===== config.mk =====
export PLATFORM = sky130hd
export DESIGN_NAME = regfile_mp
export DESIGN_NICKNAME = d
export VERILOG_FILES = /design/src/rtl/regfile_mp.sv
export SDC_FILE = /design/constraint.sdc
export NUM_CORES = 2
export LEC_CHECK = 0
export ABC_AREA = 1
export CAP_MARGIN = 20
export CELL_PAD_IN_SITES_DETAIL_PLACEMENT = 2
export CELL_PAD_IN_SITES_GLOBAL_PLACEMENT = 2
export CORE_UTILIZATION = 41
export DETAILED_ROUTE_END_ITERATION = 6
export PLACE_DENSITY_LB_ADDON = 0.15
export SLEW_MARGIN = 15
export SYNTH_ARGS = -nofsm -noshare
export SYNTH_HDL_FRONTEND = slang
export SYNTH_SLANG_ARGS = --single-unit

===== constraint.sdc =====
create_clock -name clock -period 7.1 [get_ports clock]
set_input_delay 0.71 -clock clock [delete_from_list [all_inputs] [get_ports clock]]
set_output_delay 0.71 -clock clock [all_outputs]
set_load 0.01 [all_outputs]

===== src/rtl/regfile_mp.sv =====
// Purpose : multi-port register file, 2 combinational reads, 2 writes (B wins), built-in clear sweep.
// Latency : reads are zero-cycle (optional same-cycle write forwarding); writes land on the rising edge.
// Backpress: no handshake; writes arriving while ClrBusy=1 are dropped, never queued.
// Ports   : clock/Reset (sync, active-high); A1/A2 -> RD1/RD2 read ports;
//           A3/WD3/RegWEn write port A; A4/WD4/RegWEn2 write port B;
//           ClrReq starts a sweep, ClrBusy high during it, ClrDone pulses once at the end.
module regfile_mp #(
    parameter int XLEN   = 32,
    parameter int NREG   = 32,
    parameter bit BYPASS = 1'b1,
    localparam int AW    = $clog2(NREG)
) (
    input  logic            clock,
    input  logic            Reset,
    input  logic [AW-1:0]   A1,
    input  logic [AW-1:0]   A2,
    output logic [XLEN-1:0] RD1,
    output logic [XLEN-1:0] RD2,
    input  logic [AW-1:0]   A3,
    input  logic [XLEN-1:0] WD3,
    input  logic            RegWEn,
    input  logic [AW-1:0]   A4,
    input  logic [XLEN-1:0] WD4,
    input  logic            RegWEn2,
    input  logic            ClrReq,
    output logic            ClrBusy,
    output logic            ClrDone
);

    typedef enum logic [1:0] {
        CLR_IDLE  = 2'd0,
        CLR_SWEEP = 2'd1,
        CLR_DONE  = 2'd2
    } clr_state_t;

    clr_state_t        clr_state_q;
    logic [AW-1:0]     clr_idx_q;
    logic              clr_busy_q;
    logic              clr_done_q;

    logic [XLEN-1:0]   regs_q [NREG];

    // One bit per encodable address: set only for real, writable registers
    // (nonzero and below NREG). Built from constants so no range compare is
    // needed on the address buses themselves.
    logic [2**AW-1:0]  addr_ok;

    for (genvar g = 0; g < 2**AW; g++) begin : g_addr_ok
        assign addr_ok[g] = (g != 0) && (g < NREG);
    end

    // ------------------------------------------------------------------
    // Clear sequencer: IDLE -> SWEEP (index 1..NREG-1) -> DONE -> IDLE.
    // Busy/done are registered alongside the state so they are glitch-free.
    // ------------------------------------------------------------------
    always_ff @(posedge clock) begin
        if (Reset) begin
            clr_state_q <= CLR_IDLE;
            clr_idx_q   <= '0;
            clr_busy_q  <= 1'b0;
            clr_done_q  <= 1'b0;
        end else begin
            case (clr_state_q)
                CLR_IDLE: begin
                    clr_done_q <= 1'b0;
                    if (ClrReq) begin
                        clr_state_q <= CLR_SWEEP;
                        clr_idx_q   <= AW'(1);
                        clr_busy_q  <= 1'b1;
                    end
                end
                CLR_SWEEP: begin
                    // Stop on the last register so the index never wraps.
                    if (clr_idx_q == AW'(NREG - 1)) begin
                        clr_state_q <= CLR_DONE;
                        clr_busy_q  <= 1'b0;
                        clr_done_q  <= 1'b1;
                    end else begin
                        clr_idx_q <= clr_idx_q + 1'b1;
                    end
                end
                CLR_DONE: begin
                    clr_state_q <= CLR_IDLE;
                    clr_done_q  <= 1'b0;
                end
                default: begin
                    clr_state_q <= CLR_IDLE;
                    clr_busy_q  <= 1'b0;
                    clr_done_q  <= 1'b0;
                end
            endcase
        end
    end

    assign ClrBusy = clr_busy_q;
    assign ClrDone = clr_done_q;

    // ------------------------------------------------------------------
    // Register storage. Priority: reset > sweep clear > port B > port A.
    // Register 0 is only ever written by reset, so it holds 0 permanently.
    // ------------------------------------------------------------------
    always_ff @(posedge clock) begin
        for (int i = 0; i < NREG; i++) begin
            if (Reset) begin
                regs_q[i] <= '0;
            end else if (clr_busy_q) begin
                if (clr_idx_q == AW'(i)) begin
                    regs_q[i] <= '0;
                end
            end else if (RegWEn2 && addr_ok[A4] && (A4 == AW'(i))) begin
                regs_q[i] <= WD4;
            end else if (RegWEn && addr_ok[A3] && (A3 == AW'(i))) begin
                regs_q[i] <= WD3;
            end
        end
    end

    // ------------------------------------------------------------------
    // Combinational read ports. A matching pending write is forwarded only
    // when it would actually commit this edge (sweep not running). Address
    // validity of the write is implied by the read address being valid.
    // ------------------------------------------------------------------
    logic [AW-1:0]   raddr [2];
    logic [XLEN-1:0] rdata [2];

    assign raddr[0] = A1;
    assign raddr[1] = A2;

    for (genvar p = 0; p < 2; p++) begin : g_rd
        always_comb begin
            rdata[p] = '0;
            if (addr_ok[raddr[p]]) begin
                rdata[p] = regs_q[raddr[p]];
                if (BYPASS && !clr_busy_q) begin
                    if (RegWEn && (A3 == raddr[p])) begin
                        rdata[p] = WD3;
                    end
                    if (RegWEn2 && (A4 == raddr[p])) begin
                        rdata[p] = WD4;
                    end
                end
            end
        end
    end

    assign RD1 = rdata[0];
    assign RD2 = rdata[1];

endmodule


# [Word-level counts from Yosys, hierarchy flattened]
# Memories as Yosys holds them, arrays and structs flattened.
# Cells that the tools add are included.
[op_classes] add_sub_neg=1 n_mul=0 div_mod_pow=0 n_lt_le_gt_ge=4 n_eq_ne=102 shifts=0 mux=535 bitwise_logic=98 reduce_logical=79
[op_table] operator="2-to-1 mux 32 bit" n=104
[op_table] operator="2-to-1 mux 1 bit" n=424
[op_table] operator="== test 5 bit (second input constant)" n=48
[op_table] operator="== test 5 x 4 -> 1 bit (second input constant)" n=24
[op_table] operator="OR 1 bit" n=96
[op_table] operator="logical AND 1 bit" n=70
[op_table] operator="== test 5 x 3 -> 1 bit (second input constant)" n=12
[op_table] operator="== test 5 x 2 -> 1 bit (second input constant)" n=6
[op_table] operator="less-than comparator 5 x 6 -> 1 bit (second input constant)" n=4
[op_table] operator="== test 5 bit" n=4
[op_table] operator="== test 5 x 1 -> 1 bit (second input constant)" n=3
[op_table] operator="zero test 5 bit" n=3
[op_table] operator="2-to-1 mux 5 bit" n=2
[op_table] operator="case mux 5 bit (2 select lines)" n=1
[op_table] operator="inequality test 2 bit (second input constant)" n=3
[op_table] operator="AND reduction 3 bit" n=2
[op_table] operator="adder 5 x 1 -> 5 bit (second input constant)" n=1
[op_table] operator="2-to-1 mux 2 bit" n=2
[op_table] operator="case mux 2 bit (2 select lines)" n=1
[op_table] operator="case mux 1 bit (3 select lines)" n=1
[op_table] operator="== test 2 x 1 -> 1 bit (second input constant)" n=1
[op_table] operator="== test 2 bit (second input constant)" n=1
[op_table] operator="zero test 2 bit" n=1
[op_table] operator="inverter 1 bit" n=2
[op_table] operator="other kinds (3)" n=3
[totals] regBits=9 latch_bits=0 ram_bits=1024 romBits=128 inputBits=89 output_inout_bits=66 word_cells=828 mem_count=5
[mem_list] name="regs_q" words=32 word_bits=32 rd=2 rd_ports_with_merged_regs=0 wr=32 line="41" text="logic [XLEN-1:0] regs_q [NREG];"
[mem_list] name="(no name shown)" words=32 word_bits=1 rd=1 rd_ports_with_merged_regs=0 wr=0 line="132" text="if (addr_ok[raddr[p]]) begin"
[mem_list] name="(no name shown)" words=32 word_bits=1 rd=1 rd_ports_with_merged_regs=0 wr=0 line="132"
[mem_list] name="(no name shown)" words=32 word_bits=1 rd=1 rd_ports_with_merged_regs=0 wr=0 line="112" text="end else if (RegWEn && addr_ok[A3] && (A3 == AW'(i))) begin"
[mem_list] name="(no name shown)" words=32 word_bits=1 rd=1 rd_ports_with_merged_regs=0 wr=0 line="110" text="end else if (RegWEn2 && addr_ok[A4] && (A4 == AW'(i))) begin"

# [Logic depth before layout (Yosys ltp)]
[logic_depth] ltp_word=10 mapped_depth=12 ltp_nobuf=11

# [Worst setup path before layout]
# No wires, ideal clock.
[synth_timing] path_type="register to register" start="register clr_busy_q (netlist: ClrBusy)" end="memory regs_q[0][0], enable pin" setup_ns=0.466 arrival_ns=3.105 required_time_ns=6.634 path_slack_ns=3.529 stages_incl_launch_ff=5 n_path_buf=0 period_less_slack_ns=3.571 cell_sequence="dfxtp_1 inv_1 nor2_1 inv_1 o21ai_0"
[synth_lines] item="from (decl)" line="38" text="logic clr_busy_q;"
[synth_lines] item="from (signal assigned)" line="60" text="clr_busy_q <= 1'b0;"
[synth_lines] item="from (signal assigned)" line="69" text="clr_busy_q <= 1'b1;"
[synth_lines] item="from (signal assigned)" line="76" text="clr_busy_q <= 1'b0;"
[synth_lines] item="to (decl)" line="41"

# [Worst setup path after layout]
[layout_timing] start="input port A2[0]" end="output port RD2[17]"
[layout_between] elab_chain_cells=6 elab_cells_between_ends=11 cone_classes="eq/ne: 2; mux: 5; reduce/logical: 2; memory: 2"
[layout_lines] item="from (decl)" line="16" text="input logic [AW-1:0] A2,"
[layout_lines] item="parallel branches: the longest is 5 deep, another holds memory (32 x 32 bit)"
[layout_lines] item="2-to-1 mux 32 bit (*)" line="132"
[layout_lines] item="to (decl)" line="18" text="output logic [XLEN-1:0] RD2,"
# Mark *: on every way between the ends. The select of a mux whose other input is x is not followed.

==> metrics.md <==
| Metric | Value |
|---|---|
| Status | `complete, no violations` |
| Crit-path most repeated cell | `nand3_1` |
| Non-filler instance count after layout | `9937` |
| Final HPWL DP | `214000 um` |
| Cell Count Post-Placement | `9701` |
| DRT Pass-1 Iters | `6` |
| Worst hold path type | `reg -> reg` |
| Routed WL | `375000 um` |
| Final #Nets | `7895` |
| Max clock buf depth | `3` |
| # DRC | `0` |
| Crit-path max FO | `76` |
| Resized Gates After CTS | `0` |
| Final setup TNS | `0 ns` |
| Final slew viol count | `0` |
| Power Total | `16.2 mW` |
| Post-synth EDFFs | `1024` |
| Crit Path Class | `in -> out` |
| Final GP Congestion | `0.949` |
| Clock skew | `0.0280 ns` |
| I/O pins | `155` |
| Worst Path Arrival | `5.11 ns` |
| Synth Area in Compound Gates | `0.112` |
| GRT Util Overall | `0.467` |
| Chip width | `394 um` |
| Initial antenna violation count | `15` |
| Slew HR | `0.207` |
| Unrepaired setup endpoints after global routing | `no` |
| Ys Warns | `0` |
| Clk sinks | `1033` |
| Vias in the first global route | `73900` |
| Syn Inst Count | `8134` |
| Most common library cells after synthesis | `nand2_1 (2756), nand3_1 (1890), edfxtp_1 (1024)` |
| Via count | `71600` |
| First-pass GRT wire length | `528000 um` |
| Async SR Flop Fraction | `0` |
| Critical path endpoint category | `output port` |
| Hold WS | `0.487 ns` |
| Worst IR drop on VDD | `0.190 mV` |
| Crit-path max cell delay | `0.93 ns` |
| Pin count of the biggest net entering global routing | `183` |
| Post-synthesis mux area share | `0` |
| Max cap viols | `0` |
| Primary FF master, synth | `edfxtp_1` |
| Largest family of logic cells by synthesized area | `simple AND/OR/NAND/NOR gates` |
| TritonCTS clock tree | `yes` |
| Synthesized area per cell | `7.74 um2` |
| Final Setup Violations | `0` |
| CTS Hold Bufs | `0` |
| Slew @ Worst Pin | `1.18 ns` |
| Post-Syn Area | `62900 um2` |
| Core area | `152000 um2` |
| Post-synthesis xor/xnor area fraction | `0.000139` |
| Area Overhead vs Synth | `11.3%` |
| WP data required | `6.39 ns` |
| Reg clk slew, reported paths | `0.06 ns` |
| Remaining global-route overflow | `0` |
| Clock insertion delay at the later pin of the skew report | `0.78 ns` |
| ANT nets after route | `0` |
| Slowest CP cell | `buf_4` |
| Lkg Pwr | `26.3 nW` |
| Initial Util | `0.414` |
| Sequential share of the synthesized area | `0.491` |
| Post-synth top area cell | `edfxtp_1` |
| Layout cells sized above 1 | `0.0645` |
| Share of the synthesized area in the top cell type | `0.489` |
| Vias/cell | `7.21` |
| Post-CTS setup buffers | `0` |
| Crit-path cells | `buf_8 -> buf_4 -> buf_4 -> nand2_1 -> nand3_1 -> nand3_1 -> nand2_1 -> nand2_1 -> nand3_1 -> nand3_1 -> a21oi_1 -> clkdlybuf4s50_1` |
| Pwr per Cell Area | `231 nW/um2` |
| Final hold vios | `0` |
| Htree depth | `3` |
| # port buffers | `154` |
| # rows | `143` |
| Starting DRT DRC Count | `10000` |
| CTS buffer count | `121` |
| Synth Area in Simple Gates | `0.331` |
| Avg WL per Cell | `37.7 um` |
| Root Driver | `clkbuf_16` |
| Fmax | `0.172 GHz` |
| Fin crit share | `0.820` |
| Fillers | `17000` |
| Synth Area in Adders | `0.00119` |
| Flops & latches, synth | `1033` |
| Die height | `394 um` |
| Area contributors post-synth | `edfxtp_1 (49%), nand2_1 (16%), nand3_1 (15%)` |
| Die area | `155000 um2` |
| Setup crit start kind | `input port` |
| Top-count cell post-synth | `nand2_1` |
| Minimum clock period | `5.82 ns` |
| Count of cell types in the netlist | `31` |
## layout make-up
cell class	count	area, um2	area share
Antenna cell	4	10.0	0.000143
Timing Repair Buffer	377	3570	0.0509
Sequential cell	1033	30900	0.442
Clock buffer	144	3160	0.0451
Inverter	147	594	0.00849
Multi-Input combinational cell	6120	28600	0.408
Tap cell	2030	2540	0.0363
Clock inverter	82	667	0.00952
## state kept, by name (all words and copies together), names as in the netlist
register,flops
regs_q,1024
clr_idx_q,5
clr_state_q,2
ClrBusy,1
ClrDone,1
## report_power, final
part	switching (mW)	leakage (nW)	internal [mW]
clock network	2.83	1.88	3.51
logic	2.09	13.7	0.648
registers	0.157	10.7	6.96
total	5.08	26.3	11.1
## layer usage
layer | part of all wire | up-vias | wire length [um] | GRT usage
met5 | 0.00038 | - | 141 | 0
met4 | 0.078 | 22 | 29100 | 0.332
met3 | 0.13 | 1591 | 47400 | 0.124
met2 | 0.43 | 5707 | 162000 | 0.701
met1 | 0.36 | 36400 | 136000 | 0.583
li1 | - | 27900 | - | -
## through the flow
| stage | setup WS [ns] | cell area, um2 | util |
|---|---|---|---|
| final | 1.28 | 70000 | 0.461 |
| after global placement | 1.61 | 65900 | 0.434 |
| after floorplan | 3.53 | 63100 | - |
| after global routing | 1.24 | 70000 | 0.460 |
| after CTS | 1.56 | 69900 | 0.460 |
| after detailed placement | 1.56 | 66100 | 0.434 |
## worst paths after layout
check	start	endpoint	slack [ns]	cells past startpoint
min reg2reg	clr_state_q[0]$_SDFFE_PP0P_	ClrBusy$_SDFFE_PP0P_	0.49	1
min	clr_state_q[0]$_SDFFE_PP0P_	ClrBusy$_SDFFE_PP0P_	0.49	1
max	A2[0]	RD2[17]	1.28	12
max reg2reg	ClrBusy$_SDFFE_PP0P_	regs_q[30][11]$_DFFE_PP_	2.53	9
## cell families after synthesis
kind of cell | count (synthesis)
simple gates | 4898
compound gates | 1183
flops | 1033
buf+inv | 1012
fa+ha+maj | 6
xor+xnor | 1
other cells | 1
## worst max-delay path: cells and delay by family
family,cells,cell delay (ns)
AOI/OAI and AO/OA,1,0.83
buffers and inverters,4,2.67
and+or+nand+nor,7,0.78
## layout by cell type (no fill, tap or decap), types with 32 or more instances in the layout
cell                n
nand2_1          2749
nand3_1          1854
edfxtp_1         1024
o22ai_1           838
nor2_1            218
o21ai_0           213
buf_4             201
clkdlybuf4s50_1   144
clkbuf_16         123
inv_1              96
a21oi_1            95
clkinv_1           54
clkinv_2           32
conb_1             32
(Power assumes the default switching activity.)
